`src/rtl/ref_clk_gen.sv`:
```
// ref_clk_gen: programmable square-wave reference clock for the ADPLL ref_clk_i input.
//   fpga_clk_i     system clock, all logic on its rising edge
//   reset_i        asynchronous active-high reset
//   enable_i       run request, sampled only at the end of a low phase
//   half_period_i  requested half period, captured when load_i=1
//   load_ack_o     pulses on the rising edge where a loaded half period takes effect
//   phase_step_i   signed cycle offset for one high phase, handshaked by step_valid_i/step_ready_o
//   ref_clk_o      generated clock (registered), edge_o strobes with each 0->1 transition
//   Optional: define REF_CLK_JITTER_EN for an 8-bit LFSR that adds +/-1 cycle to each phase.
module ref_clk_gen #(
  parameter int CNT_W        = 16,
  parameter int DEFAULT_HALF = 40,
  parameter int MIN_HALF     = 2
) (
  input  logic              fpga_clk_i,
  input  logic              reset_i,
  input  logic              enable_i,
  input  logic [CNT_W-1:0]  half_period_i,
  input  logic              load_i,
  output logic              load_ack_o,
  input  logic signed [7:0] phase_step_i,
  input  logic              step_valid_i,
  output logic              step_ready_o,
  output logic              ref_clk_o,
  output logic              edge_o
);
  localparam int SW = CNT_W + 2;
  localparam logic signed [SW-1:0] MIN_S = SW'(MIN_HALF);
  localparam logic signed [SW-1:0] MAX_S = $signed({2'b00, {CNT_W{1'b1}}});
  typedef enum logic [1:0] {IDLE, HIGH, LOW} state_t;
  function automatic logic [CNT_W-1:0] clamp(input logic signed [SW-1:0] v);
    return (v < MIN_S) ? CNT_W'(MIN_HALF) : (v > MAX_S) ? {CNT_W{1'b1}} : v[CNT_W-1:0];
  endfunction
  state_t            r_state;
  logic [CNT_W-1:0]  r_cnt, r_term, r_half, r_load_val;
  logic              r_load_pend, r_step_pend, r_ref, r_edge, r_ack, r_ready;
  logic signed [7:0] r_step;
  logic [CNT_W-1:0]  w_h_new, w_hh, w_term_hi, w_term_lo;
  logic              w_end, w_rise, w_fall, w_stop, w_accept;
  assign w_end    = r_cnt == r_term;
  assign w_rise   = enable_i && (r_state == IDLE || (r_state == LOW && w_end));
  assign w_fall   = r_state == HIGH && w_end;
  assign w_stop   = r_state == LOW && w_end && !enable_i;
  assign w_accept = step_valid_i && r_ready;
  // A pending load lands on the same rising edge as a pending step, so the step uses the new H.
  assign w_h_new  = r_load_pend ? clamp($signed({2'b00, r_load_val})) : r_half;
  assign w_hh     = r_step_pend ? clamp($signed({2'b00, w_h_new}) + $signed({{(SW-8){r_step[7]}}, r_step})) : w_h_new;
`ifdef REF_CLK_JITTER_EN
  logic [7:0]           r_lfsr;
  logic signed [SW-1:0] w_adj;
  assign w_adj     = (r_lfsr[1:0] == 2'b01) ? SW'(1) : (r_lfsr[1:0] == 2'b10) ? '1 : '0;
  assign w_term_hi = clamp($signed({2'b00, w_hh}) + w_adj);
  assign w_term_lo = clamp($signed({2'b00, r_half}) + w_adj);
  // Galois form of x^8+x^6+x^5+x^4+1, stepped once per phase boundary.
  always_ff @(posedge fpga_clk_i or posedge reset_i)
    if (reset_i) r_lfsr <= 8'hA5;
    else if (w_rise || w_fall) r_lfsr <= {1'b0, r_lfsr[7:1]} ^ (r_lfsr[0] ? 8'hB8 : 8'h00);
`else
  assign w_term_hi = w_hh;
  assign w_term_lo = r_half;
`endif
  always_ff @(posedge fpga_clk_i or posedge reset_i)
    if (reset_i) begin
      r_state     <= IDLE;
      r_cnt       <= '0;
      r_term      <= '0;
      r_half      <= CNT_W'(DEFAULT_HALF);
      r_load_pend <= 1'b0;
      r_load_val  <= '0;
      r_step_pend <= 1'b0;
      r_step      <= '0;
      r_ref       <= 1'b0;
      r_edge      <= 1'b0;
      r_ack       <= 1'b0;
      r_ready     <= 1'b1;
    end else begin
      r_edge  <= w_rise;
      r_ack   <= w_rise && r_load_pend;
      // Ready stays low through the rising edge that consumes the step and returns one cycle later.
      r_ready <= !(w_accept || r_step_pend);
      if (w_rise) begin
        r_state     <= HIGH;
        r_ref       <= 1'b1;
        r_cnt       <= CNT_W'(1);
        r_term      <= w_term_hi;
        r_half      <= w_h_new;
        r_load_pend <= 1'b0;
        r_step_pend <= 1'b0;
      end else if (w_fall) begin
        r_state <= LOW;
        r_ref   <= 1'b0;
        r_cnt   <= CNT_W'(1);
        r_term  <= w_term_lo;
      end else if (w_stop) begin
        r_state <= IDLE;
        r_cnt   <= '0;
      end else if (r_state != IDLE) r_cnt <= r_cnt + 1'b1;
      // Loads seen on the application edge override the clear above and wait for the next rise.
      if (load_i) begin
        r_load_pend <= 1'b1;
        r_load_val  <= half_period_i;
      end
      if (w_accept) begin
        r_step_pend <= 1'b1;
        r_step      <= phase_step_i;
      end
    end
  assign ref_clk_o    = r_ref;
  assign edge_o       = r_edge;
  assign load_ack_o   = r_ack;
  assign step_ready_o = r_ready;
endmodule

```
`config.mk`:
```
export PLATFORM = sky130hd
export DESIGN_NAME = ref_clk_gen
export DESIGN_NICKNAME = d
export VERILOG_FILES = /design/src/rtl/ref_clk_gen.sv
export SDC_FILE = /design/constraint.sdc
export NUM_CORES = 1
export LEC_CHECK = 0
export BUFFER_PORTS_ARGS = -buffer_cell sky130_fd_sc_hd__buf_2
export CAP_MARGIN = 20
export CORE_ASPECT_RATIO = 1.4
export CORE_UTILIZATION = 55
export DETAILED_ROUTE_END_ITERATION = 10
export PLACE_DENSITY = 0.75
export SETUP_SLACK_MARGIN = 0.05
export SLEW_MARGIN = 20
export SYNTH_ARGS = -nofsm -noshare
export SYNTH_HDL_FRONTEND = slang
export SYNTH_SLANG_ARGS = --single-unit
```
`constraint.sdc`:
```
create_clock -name fpga_clk_i -period 3.9 [get_ports fpga_clk_i]
set_input_delay 0.975 -clock fpga_clk_i [delete_from_list [all_inputs] [get_ports fpga_clk_i]]
set_output_delay 0.975 -clock fpga_clk_i [all_outputs]
set_load 0.02 [all_outputs]
```
==> metrics.md, run 1 <==
| Metric | Value |
|---|---|
| Achievable Freq | `0.275 GHz` |
| Leak pwr | `0.00271 uW` |
| Placer congestion estimate | `0.915` |
| Main synth FF type | `dfrtp_1` |
| Total gr overflow | `0` |
| Total core area | `0.00871 mm^2` |
| Final Cycle Share | `0.934` |
| Slowest CP cell | `or4_1` |
| Post-synth EDFFs | `0` |
| Clock skew | `0.00825 ns` |
| YS warnings | `0` |
| Family with the most delay on the worst path | `simple AND/OR/NAND/NOR gates` |
| Final setup violating endpoints | `0` |
| Buffers & Inverters on Critical Path | `2` |
| Number of port buffers | `32` |
| Kind of critical path | `register to register` |
| Cell row count | `40` |
| Worst slew pin tran | `0.975 ns` |
| Setup TNS | `0 ns` |
| Post-synth ARST share | `1.00` |
| Number of DRC markers in iteration 0 | `243` |
| First-pass GRT wire length | `19300 um` |
| Maximum VDD drop | `481 uV` |
| Crit-path cells | `nor4_2 -> nand4_1 -> nand3_1 -> o21ai_0 -> ha_1 -> inv_1 -> fa_2 -> nand2b_4 -> a21bo_2 -> o211ai_1 -> o31a_1 -> or4_1 -> o31a_4 -> buf_4 -> nand2_1 -> a221o_1` |
| Die area | `0.00950 mm^2` |
| Max_cap viols | `0` |
| Final Hold Vio Count | `0` |
| Worst path arrival time | `3.92 ns` |
| Status | `finished clean` |
| Net total in the final layout | `610` |
| Critical path required time | `4.18 ns` |
| Diode count | `0` |
| Layout fillers | `709` |
| CTS sink cnt | `80` |
| Pwr Density | `804 mW/mm^2` |
| Routed Antenna Nets | `0` |
| Die Y | `115 um` |
| Slew Viols, Final | `0` |
| Starting Density | `0.575` |
| Most frequent cell after synthesis | `dfrtp_1` |
| CTS Buf Count | `9` |
| Syn Nets | `579` |
| H-tree Lvls | `3` |
| Detailed Place HPWL | `9310 um` |
| Clock Tree Root | `clkbuf_16` |
| WL/cell | `18.4 um` |
| Synth Register Bits | `80` |
| Clock buffer depth | `2` |
| Synthesized area | `0.00501 mm^2` |
| Die width | `82.7 um` |
| Worst-path maximum fanout | `9` |
| Drt total wl | `12400 um` |
| Post-synth top area share | `0.385` |
| Syn Area/Cell | `9.43 um^2` |
| Synth cell types | `59` |
| CP peak stage delay | `0.54 ns` |
| DR pass1 iterations | `4` |
| DRC errors left | `0` |
| DR vias | `4102` |
| Part of the Yosys area used for sequential elements | `0.400` |
| TritonCTS clock tree | `yes` |
| Hold WS | `0.485 ns` |
| Initial antenna violation count | `0` |
| Hold WC Path Type | `register to register` |
| Min Tclk post-route | `3.64 ns` |
| Critical path capture point type | `register` |
| DP Worst Slack | `0.233 ns` |
| Aggregate global-route resource usage | `0.276` |
| Post-Synthesis Cells | `531` |
| Clk_lat worst skew | `0.34 ns` |
| Share of layout cells above drive strength 1 | `0.196` |
| Vias in the first global route | `3918` |
| RSZ-0062 raised after global routing | `no` |
| Vias/cell | `6.10` |
| Worst setup margin | `0.258 ns` |
| Worst slew margin | `0.350` |
| P&R area growth vs syn | `11.9%` |
| CP startpoint kind | `register` |
| Largest net degree at the start of global routing | `62` |
| Ranking of synthesized cells by area | `dfrtp_1 (38%), mux2_2 (5.6%), xor2_1 (5.2%)` |
| IO Pins | `33` |
| Synth cell count leaders | `dfrtp_1 (77), nand2_1 (61), o21ai_0 (40)` |
| Final cell count without fillers | `672` |
| Area leader, netlist | `dfrtp_1` |
| Clock transition at the registers of the reported paths | `0.06 ns` |
| Placed Instances | `653` |
## area by class of cell
cell class                      count  area [um^2]  share of cell area
Clock buffer                       10          239              0.0426
Clock inverter                      6         48.8             0.00871
Inverter                           27          104              0.0185
Multi-Input combinational cell    401         2830               0.505
Sequential cell                    80         2010               0.358
Tap cell                          105          131              0.0234
Timing Repair Buffer               43          243              0.0433
## repair_timing
| item | 4_1_cts | 5_1_grt |
|---|---|---|
| hold buffers | 0 | 0 |
| resized for setup | 0 | 7 |
| setup buffers | 0 | 3 |
| setup endpoints to repair | 0 | 16 |
## layout by cell type (no fill, tap or decap), types with 7 or more instances in the layout
cell type | netlist | routed
mux2i_1 | 16 | 16
clkbuf_16 | 0 | 9
and3_1 | 7 | 7
nand4_1 | 9 | 9
or3_1 | 10 | 10
nand3_1 | 7 | 7
nor2_1 | 36 | 36
buf_2 | 4 | 32
o21ai_0 | 40 | 40
inv_1 | 27 | 26
buf_4 | 1 | 11
mux2_2 | 25 | 25
dfrtp_1 | 77 | 77
a21oi_1 | 16 | 16
o221ai_1 | 8 | 8
nand2_1 | 61 | 61
xnor2_1 | 10 | 10
a221o_1 | 8 | 8
xor2_1 | 30 | 30
mux2_4 | 7 | 7
ha_1 | 18 | 18
nor3_1 | 11 | 11
## registers in the layout, summed over array words and instances (netlist names)
register,cells
r_state,2
r_load_pend,1
r_cnt,16
step_ready_o,1
r_step,8
r_half,16
ref_clk_o,1
r_load_val,16
load_ack_o,1
r_term,16
edge_o,1
r_step_pend,1
## per-stage QoR
stage / util / cell area, um^2 / power (uW)
3_3_place_gp: 0.603 / 5250 / 3540
4_1_cts: 0.636 / 5540 / 4420
3_5_place_dp: 0.603 / 5250 / 3600
2_1_floorplan: - / 5010 / 3010
5_1_grt: 0.644 / 5600 / 4820
6_report: 0.644 / 5600 / 4500
## metal layers
| metal | GRT usage | vias up | routed length, um |
|---|---|---|---|
| met5 | 0 | - | 0 |
| met2 | 0.473 | 107 | 6350 |
| met4 | 0.140 | 0 | 607 |
| met3 | 0.0508 | 42 | 540 |
| met1 | 0.324 | 1979 | 4890 |
| li1 | - | 1974 | - |
## cells by family after synthesis
group           after synthesis  synth area share
buf+inv                      50            0.0422
flops                        80             0.400
simple gates                171             0.164
mux                          48             0.109
xor+xnor                     40            0.0699
fa+ha+maj                    19            0.0490
compound gates              123             0.166
## worst min-delay path, cell delays in order, from the launching register on
cell and delay, ns:
dfrtp_1 0.35, nand2_1 0.05, nand2_1 0.06
## where the power goes
group / internal (uW) / switching (uW) / total (uW)
Combinational: 988 / 1250 / 2240
Clock: 456 / 356 / 812
Sequential: 1110 / 340 / 1450
Total: 2550 / 1950 / 4500
## worst paths after layout
path | from | cells after the start | end | slack [ns]
worst max-delay path | r_load_val[9] | 16 | r_term[3] | 0.26
worst min-delay path | ref_clk_o | 2 | ref_clk_o | 0.48
worst max register to register | r_load_val[9] | 16 | r_term[3] | 0.26
worst min register to register | ref_clk_o | 2 | ref_clk_o | 0.48
max in group asynchronous | reset_i | 3 | r_cnt[9] | 2.39
min in group asynchronous | reset_i | 2 | r_load_val[2] | 0.76
Note: power is estimated with default switching activity, not from simulation.
==> run 2, diff against run 1 <==
--- a/config.mk
+++ b/config.mk
@@ -8,9 +8,10 @@
 export BUFFER_PORTS_ARGS = -buffer_cell sky130_fd_sc_hd__buf_2
 export CAP_MARGIN = 20
 export CORE_ASPECT_RATIO = 1.4
-export CORE_UTILIZATION = 55
+export CORE_UTILIZATION = 57
+export CTS_BUF_LIST = sky130_fd_sc_hd__clkbuf_8
 export DETAILED_ROUTE_END_ITERATION = 10
-export PLACE_DENSITY = 0.75
+export PLACE_DENSITY = 0.78
 export SETUP_SLACK_MARGIN = 0.05
 export SLEW_MARGIN = 20
 export SYNTH_ARGS = -nofsm -noshare
==> run 2 against run 1 <==
- sequential share of layout area rose by 0.82 points
- via count up 1.9%
- fmax fell by 0.50%
- cell area decreased by 2.2%
- clock-buffer cell count is 1 lower
- combinational power hardly changed
- register-to-register slack got worse by 0.02 ns
- critical endpoint is now r_term[0]
- largest cell class unchanged
- highest routed layer unchanged
==> metrics.md, run 2 (same netlist as run 1, synthesis figures left out) <==
| Metric | Value |
|---|---|
| Routed Antenna Nets | `0 (unchanged)` |
| Clk network pwr share | `0.142 (-0.038)` |
| Setup Buffers After CTS | `0 (unchanged)` |
| RSZ-0062 raised after global routing | `no` |
| Final Cycle Share | `0.939 (+0.00465)` |
| Crit. Startpoint | `r_load_pend` |
| Kind of critical path | `register to register` |
| R2r worst-path depth | `13 (-3)` |
| Clock Tree Root | `clkbuf_8` |
| Comb pwr share | `0.522 (+0.024)` |
| Status | `finished clean` |
| Clock buffer depth | `2 (unchanged)` |
| Initial antenna violation count | `0 (unchanged)` |
| Final Util | `0.640 (-0.00333)` |
| Die width | `81.2 um (-1.7%)` |
| CP startpoint kind | `register` |
| WHS Path Cells | `2 (unchanged)` |
| P_sw | `1910 uW (-2.3%)` |
| DR pass1 iterations | `5 (+1)` |
| Setup TNS | `0 ns (unchanged)` |
| Most common cell after layout, fill and taps aside | `dfrtp_1` |
| Aggregate global-route resource usage | `0.286 (+0.0101)` |
| Leak pwr | `0.00265 uW (-2.1%)` |
| Worst slew pin tran | `0.951 ns (-0.0240 ns)` |
| Int Pwr | `2350 uW (-8.1%)` |
| Critical path capture point type | `register` |
| Worst-path maximum fanout | `18 (+9)` |
| Largest net degree at the start of global routing | `44 (-29%)` |
| Final setup violating endpoints | `0 (unchanged)` |
| Most frequent cells in the layout | `dfrtp_1 (77), nand2_1 (61), o21ai_0 (40)` |
| Detailed Place HPWL | `9260 um (-0.48%)` |
| DR vias | `4181 (+1.9%)` |
| Clock transition at the registers of the reported paths | `0.08 ns (+0.02 ns)` |
| Final cell count without fillers | `670 (-0.30%)` |
| DRC errors left | `0 (unchanged)` |
| Hold WS | `0.494 ns (+0.00945 ns)` |
| Final Hold Vio Count | `0 (unchanged)` |
| CTS Buf Count | `9 (unchanged)` |
| Total gr overflow | `0 (unchanged)` |
| Slew Viols, Final | `0 (unchanged)` |
| Clk_lat worst skew | `0.36 ns (+0.02 ns)` |
| Vias in the first global route | `4129 (+5.4%)` |
| Hold WC Path Type | `register to register` |
| Worst path arrival time | `3.88 ns (-0.04 ns)` |
| Reg2reg start | `r_load_pend` |
| Switching Fraction | `0.448 (+0.0151)` |
| Net total in the final layout | `608 (-0.33%)` |
| IO Pins | `33 (unchanged)` |
| Achievable Freq | `0.273 GHz (-0.50%)` |
| Number of port buffers | `32 (unchanged)` |
| Min Tclk post-route | `3.66 ns (+0.0181 ns)` |
| WL/cell | `18.4 um (-0.15%)` |
| Total core area | `0.00856 mm^2 (-1.7%)` |
| Drt total wl | `12300 um (-0.44%)` |
| HP Start | `ref_clk_o` |
| Die area | `0.00917 mm^2 (-3.4%)` |
| Cell row count | `40 (unchanged)` |
| Maximum VDD drop | `441 uV (-8.3%)` |
| Register share of total power | `0.337 (+0.015)` |
| H-tree Lvls | `3 (unchanged)` |
| Pwr Density | `776 mW/mm^2 (-3.4%)` |
| P&R area growth vs syn | `9.37%` |
| Diode count | `0 (unchanged)` |
| Number of DRC markers in iteration 0 | `302 (+24%)` |
| Die Y | `113 um (-1.7%)` |
| Max_cap viols | `0 (unchanged)` |
| First-pass GRT wire length | `19900 um (+3.2%)` |
| Starting Density | `0.585 (+0.0101)` |
| Vias/cell | `6.24 (+2.2%)` |
| # hold bufs at CTS | `0 (unchanged)` |
| TritonCTS clock tree | `yes` |
| Share of layout cells above drive strength 1 | `0.188 (-0.00816)` |
| Worst slew margin | `0.366 (+0.0160)` |
| CTS sink cnt | `80 (unchanged)` |
| Critical path required time | `4.12 ns (-0.06 ns)` |
| Cts repair resizes | `0 (unchanged)` |
| Placer congestion estimate | `0.924 (+1.0%)` |
| Clock skew | `0.0107 ns (+0.00247 ns)` |
| Placed Instances | `654 (+0.15%)` |
==> run 2: changes by cell type in the layout (fill, tap and decap cells not counted), moves of 2 or more <==
cell / before / now
buf_4: 11 / 8
inv_1: 26 / 28
inv_6: 2 / 0
clkinv_2: 1 / 3
clkinvlp_4: 2 / 0
clkbuf_16: 9 / 0
clkbuf_8: 1 / 9
clkinv_4: 0 / 2
==> run 2: layout make-up <==
type / count / area, um^2
Inverter: 27 / 103
Clock inverter: 7 / 65.1
Multi-Input combinational cell: 401 / 2820
Sequential cell: 80 / 2010
Tap cell: 105 / 131
Timing Repair Buffer: 41 / 231
Clock buffer: 9 / 124
Fill cell: 685 / 3080
==> run 2: path summary, 6_finish.rpt <==
kind                             endpoint  slack [ns]
worst min register to register  ref_clk_o        0.49
max in group asynchronous       r_cnt[15]        2.45
worst max-delay path            r_term[0]        0.24
min in group asynchronous        r_cnt[0]        0.71
worst min-delay path            ref_clk_o        0.49
worst max register to register  r_term[0]        0.24
==> run 2: power groups by stage <==
stage	sequential (uW)	clock, uW	combinational (uW)
finish	1430	603	2220
detailed placement	1440	0	2140
floorplan	1320	0	1690
CTS	1420	609	2150
global route	1460	643	2450
global placement	1430	0	2080
==> run 2: critical path, cell delays in order, from the launching register on <==
cell and delay, ns:
dfrtp_1 0.42, buf_6 0.24, mux2i_1 0.49, inv_1 0.12, ha_1 0.31, buf_4 0.18, o21a_1 0.19, or3_1 0.31
a21oi_1 0.27, nand4_1 0.16, nor4bb_1 0.33, nand4_1 0.15, o21ai_2 0.22, o221ai_1 0.14
==> run 2: metrics by stage <==
stage,instance area [um^2],worst slack (ns),total power [uW]
2_1_floorplan,5010,0.235,3010
3_3_place_gp,5260,0.127,3510
3_5_place_dp,5260,0.191,3570
4_1_cts,5450,0.118,4180
5_1_grt,5480,0.0499,4550
6_report,5480,0.240,4250
==> run 2: layer usage <==
layer | wire length (um) | global-route usage | vias up
li1 | - | - | 1962
met1 | 4940 | 0.340 | 1998
met2 | 6210 | 0.479 | 176
met3 | 661 | 0.0565 | 45
met4 | 517 | 0.155 | 0
met5 | 0 | 0 | -
==> run 3, diff against run 2 <==
--- a/config.mk
+++ b/config.mk
@@ -8,10 +8,11 @@
 export BUFFER_PORTS_ARGS = -buffer_cell sky130_fd_sc_hd__buf_2
 export CAP_MARGIN = 20
 export CORE_ASPECT_RATIO = 1.4
-export CORE_UTILIZATION = 57
+export CORE_UTILIZATION = 55
 export CTS_BUF_LIST = sky130_fd_sc_hd__clkbuf_8
 export DETAILED_ROUTE_END_ITERATION = 10
-export PLACE_DENSITY = 0.78
+export GPL_TIMING_DRIVEN = 0
+export PLACE_DENSITY = 0.75
 export SETUP_SLACK_MARGIN = 0.05
 export SLEW_MARGIN = 20
 export SYNTH_ARGS = -nofsm -noshare
==> run 3 against run 2 <==
- final cell count grew 2.7%
- global-route usage shrank 0.99 points
- clock-buffer cell count is the same
- worst setup slack lost 0.081 ns
- combinational power grew 2%
- via count grew 1.1%
- total power grew 2.1%
- flip-flop and latch count is the same
==> metrics.md, run 3 (same netlist as run 1, synthesis figures left out) <==
| Metric | Value |
|---|---|
| Status | `finished clean` |
| Hold WS | `0.494 ns (+0.00000400 ns)` |
| Worst-path maximum fanout | `10 (-8)` |
| Achievable Freq | `0.267 GHz (-2.2%)` |
| Diode count | `0 (unchanged)` |
| Sequential cell area | `0.00201 mm^2 (+0.13%)` |
| P&R area growth vs syn | `12.8%` |
| DRC errors left | `0 (unchanged)` |
| Most common cell after layout, fill and taps aside | `dfrtp_1` |
| First-pass GRT wire length | `19500 um (-2.0%)` |
| Initial antenna violation count | `0 (unchanged)` |
| Worst setup margin | `0.159 ns (-0.0806 ns)` |
| Routed Antenna Nets | `0 (unchanged)` |
| Final cell count without fillers | `688 (+2.7%)` |
| Hold WC Path Type | `register to register` |
| Total gr overflow | `0 (unchanged)` |
| CTS sink cnt | `80 (unchanged)` |
| Largest net degree at the start of global routing | `43 (-2.3%)` |
| Slowest CP cell | `dfrtp_2` |
| Leak pwr | `0.00268 uW (+1.2%)` |
| TritonCTS clock tree | `yes` |
| Aggregate global-route resource usage | `0.277 (-0.00986)` |
| Crit-path cells | `clkbuf_4 -> mux2i_1 -> inv_1 -> ha_1 -> inv_1 -> or3_1 -> o211ai_1 -> o31a_1 -> or4_1 -> o31a_2 -> buf_6 -> nand2_1 -> a221o_1` |
| H-tree Lvls | `3 (unchanged)` |
| Total core area | `0.00871 mm^2 (+1.8%)` |
| Clock skew | `0.0151 ns (+0.00438 ns)` |
| Die area | `0.00950 mm^2 (+3.6%)` |
| Number of port buffers | `31 (-3.1%)` |
| Die width | `82.7 um (+1.8%)` |
| Clock transition at the registers of the reported paths | `0.10 ns (+0.02 ns)` |
| Share of layout cells above drive strength 1 | `0.206 (+0.0182)` |
| Detailed Place HPWL | `9670 um (+4.4%)` |
| IO Pins | `33 (unchanged)` |
| CTS Buf Count | `9 (unchanged)` |
| Most common cell on crit path | `inv_1` |
| Cell row count | `40 (unchanged)` |
| Die Y | `115 um (+1.8%)` |
| Setup TNS | `0 ns (unchanged)` |
| Register share of total power | `0.330 (-0.007)` |
| Clk_lat worst skew | `0.36 ns (about the same)` |
| Switching Fraction | `0.450 (+0.00172)` |
| Max_cap viols | `0 (unchanged)` |
| Comb pwr share | `0.520 (-0.002)` |
| RSZ-0062 raised after global routing | `no` |
| Post-route cell area | `0.00565 mm^2 (+3.2%)` |
| DP Worst Slack | `-0.555 ns (-0.746 ns)` |
| Starting Density | `0.575 (-0.0101)` |
| Placed Instances | `668 (+2.1%)` |
| P_sw | `1950 uW (+2.5%)` |
| Clock buffer depth | `2 (unchanged)` |
| Vias/cell | `6.14 (-1.5%)` |
| Min Tclk post-route | `3.74 ns (+0.0806 ns)` |
| Worst path arrival time | `3.99 ns (+0.11 ns)` |
| Dpl cell area | `0.00532 mm^2 (+1.1%)` |
| Most frequent cells in the layout | `dfrtp_1 (75), nand2_1 (61), o21ai_0 (40)` |
| WL/cell | `18.5 um (+0.67%)` |
| Worst slew margin | `0.606 (+0.241)` |
| Kind of critical path | `register to register` |
| Placer congestion estimate | `0.890 (-3.7%)` |
| Area of the multi-input gates | `0.00287 mm^2 (+2.0%)` |
| Slew Viols, Final | `0 (unchanged)` |
| Critical path capture point type | `register` |
| Number of DRC markers in iteration 0 | `354 (+17%)` |
| Net total in the final layout | `626 (+3.0%)` |
| Vias in the first global route | `4071 (-1.4%)` |
| Final setup violating endpoints | `0 (unchanged)` |
| Worst slew pin tran | `0.590 ns (-0.361 ns)` |
| Clock Tree Root | `clkbuf_8` |
| Pwr Density | `768 mW/mm^2 (-1.0%)` |
| CP peak stage delay | `0.45 ns (-0.04 ns)` |
| DR vias | `4227 (+1.1%)` |
| Final Cycle Share | `0.959 (+0.0207)` |
| Drt total wl | `12700 um (+3.4%)` |
| Layout fillers | `698 (+1.9%)` |
| Clk network pwr share | `0.149 (+0.007)` |
| Critical path required time | `4.15 ns (+0.03 ns)` |
| CP startpoint kind | `register` |
| Maximum VDD drop | `564 uV (+28%)` |
| Int Pwr | `2390 uW (+1.8%)` |
| DR pass1 iterations | `5 (unchanged)` |
| Final Hold Vio Count | `0 (unchanged)` |
==> run 3: per-layer routing <==
layer	vias up	GRT usage	part of all wire
met1	2064	0.334	0.41
met3	33	0.0460	0.036
met5	-	0	0
met2	119	0.474	0.52
met4	0	0.123	0.033
li1	2011	-	-
==> run 3: worst max-delay path, delay by kind of cell (launching register included) <==
| family | cells | cell delay (ns) |
|---|---|---|
| AO/OA/AOI/OAI | 4 | 1.10 |
| AND/OR/NAND/NOR | 3 | 0.63 |
| buffers and inverters | 4 | 0.65 |
| adder cells (fa/ha/maj) | 1 | 0.41 |
| flip-flops | 1 | 0.45 |
| multiplexers | 1 | 0.38 |
==> run 3: final timing paths <==
check / startpoint / to / slack, ns / depth (start not counted)
setup / recovery: r_load_pend / r_term[5] / 0.16 / 13
hold / removal: ref_clk_o / ref_clk_o / 0.49 / 2
setup reg to reg: r_load_pend / r_term[5] / 0.16 / 13
hold reg to reg: ref_clk_o / ref_clk_o / 0.49 / 2
max in group asynchronous: reset_i / r_term[9] / 2.66 / 3
min in group asynchronous: reset_i / ref_clk_o / 0.64 / 2
==> run 3: per-stage QoR <==
stage	power, uW	utilization
after floorplan	3010	-
after global placement	3530	0.608
after detailed placement	3600	0.611
after CTS	4270	0.637
after global routing	4620	0.649
final	4340	0.649
==> run 3: layout make-up <==
cell class                 count  share of cell area
multi-input combinational    401               0.509
sequential                    80               0.355
timing repair buffer          37              0.0376
tap                          105              0.0232
clock buffer                   9              0.0219
buffer                        22              0.0195
inverter                      27              0.0184
clock inverter                 7              0.0155
==> run 3: power groups by stage <==
| stage | combinational, uW | clock [uW] | sequential (uW) |
|---|---|---|---|
| after floorplan | 1690 | 0 | 1320 |
| after global placement | 2120 | 0 | 1410 |
| after detailed placement | 2170 | 0 | 1430 |
| after CTS | 2200 | 651 | 1410 |
| after global routing | 2480 | 688 | 1460 |
| final | 2260 | 649 | 1430 |
==> run 3: what timing repair did <==
item,4_1_cts,5_1_grt
pin swaps,0,3
hold buffers,0,0
buffers inserted,0,5
resized for setup,5,13
setup endpoints to repair,16,16
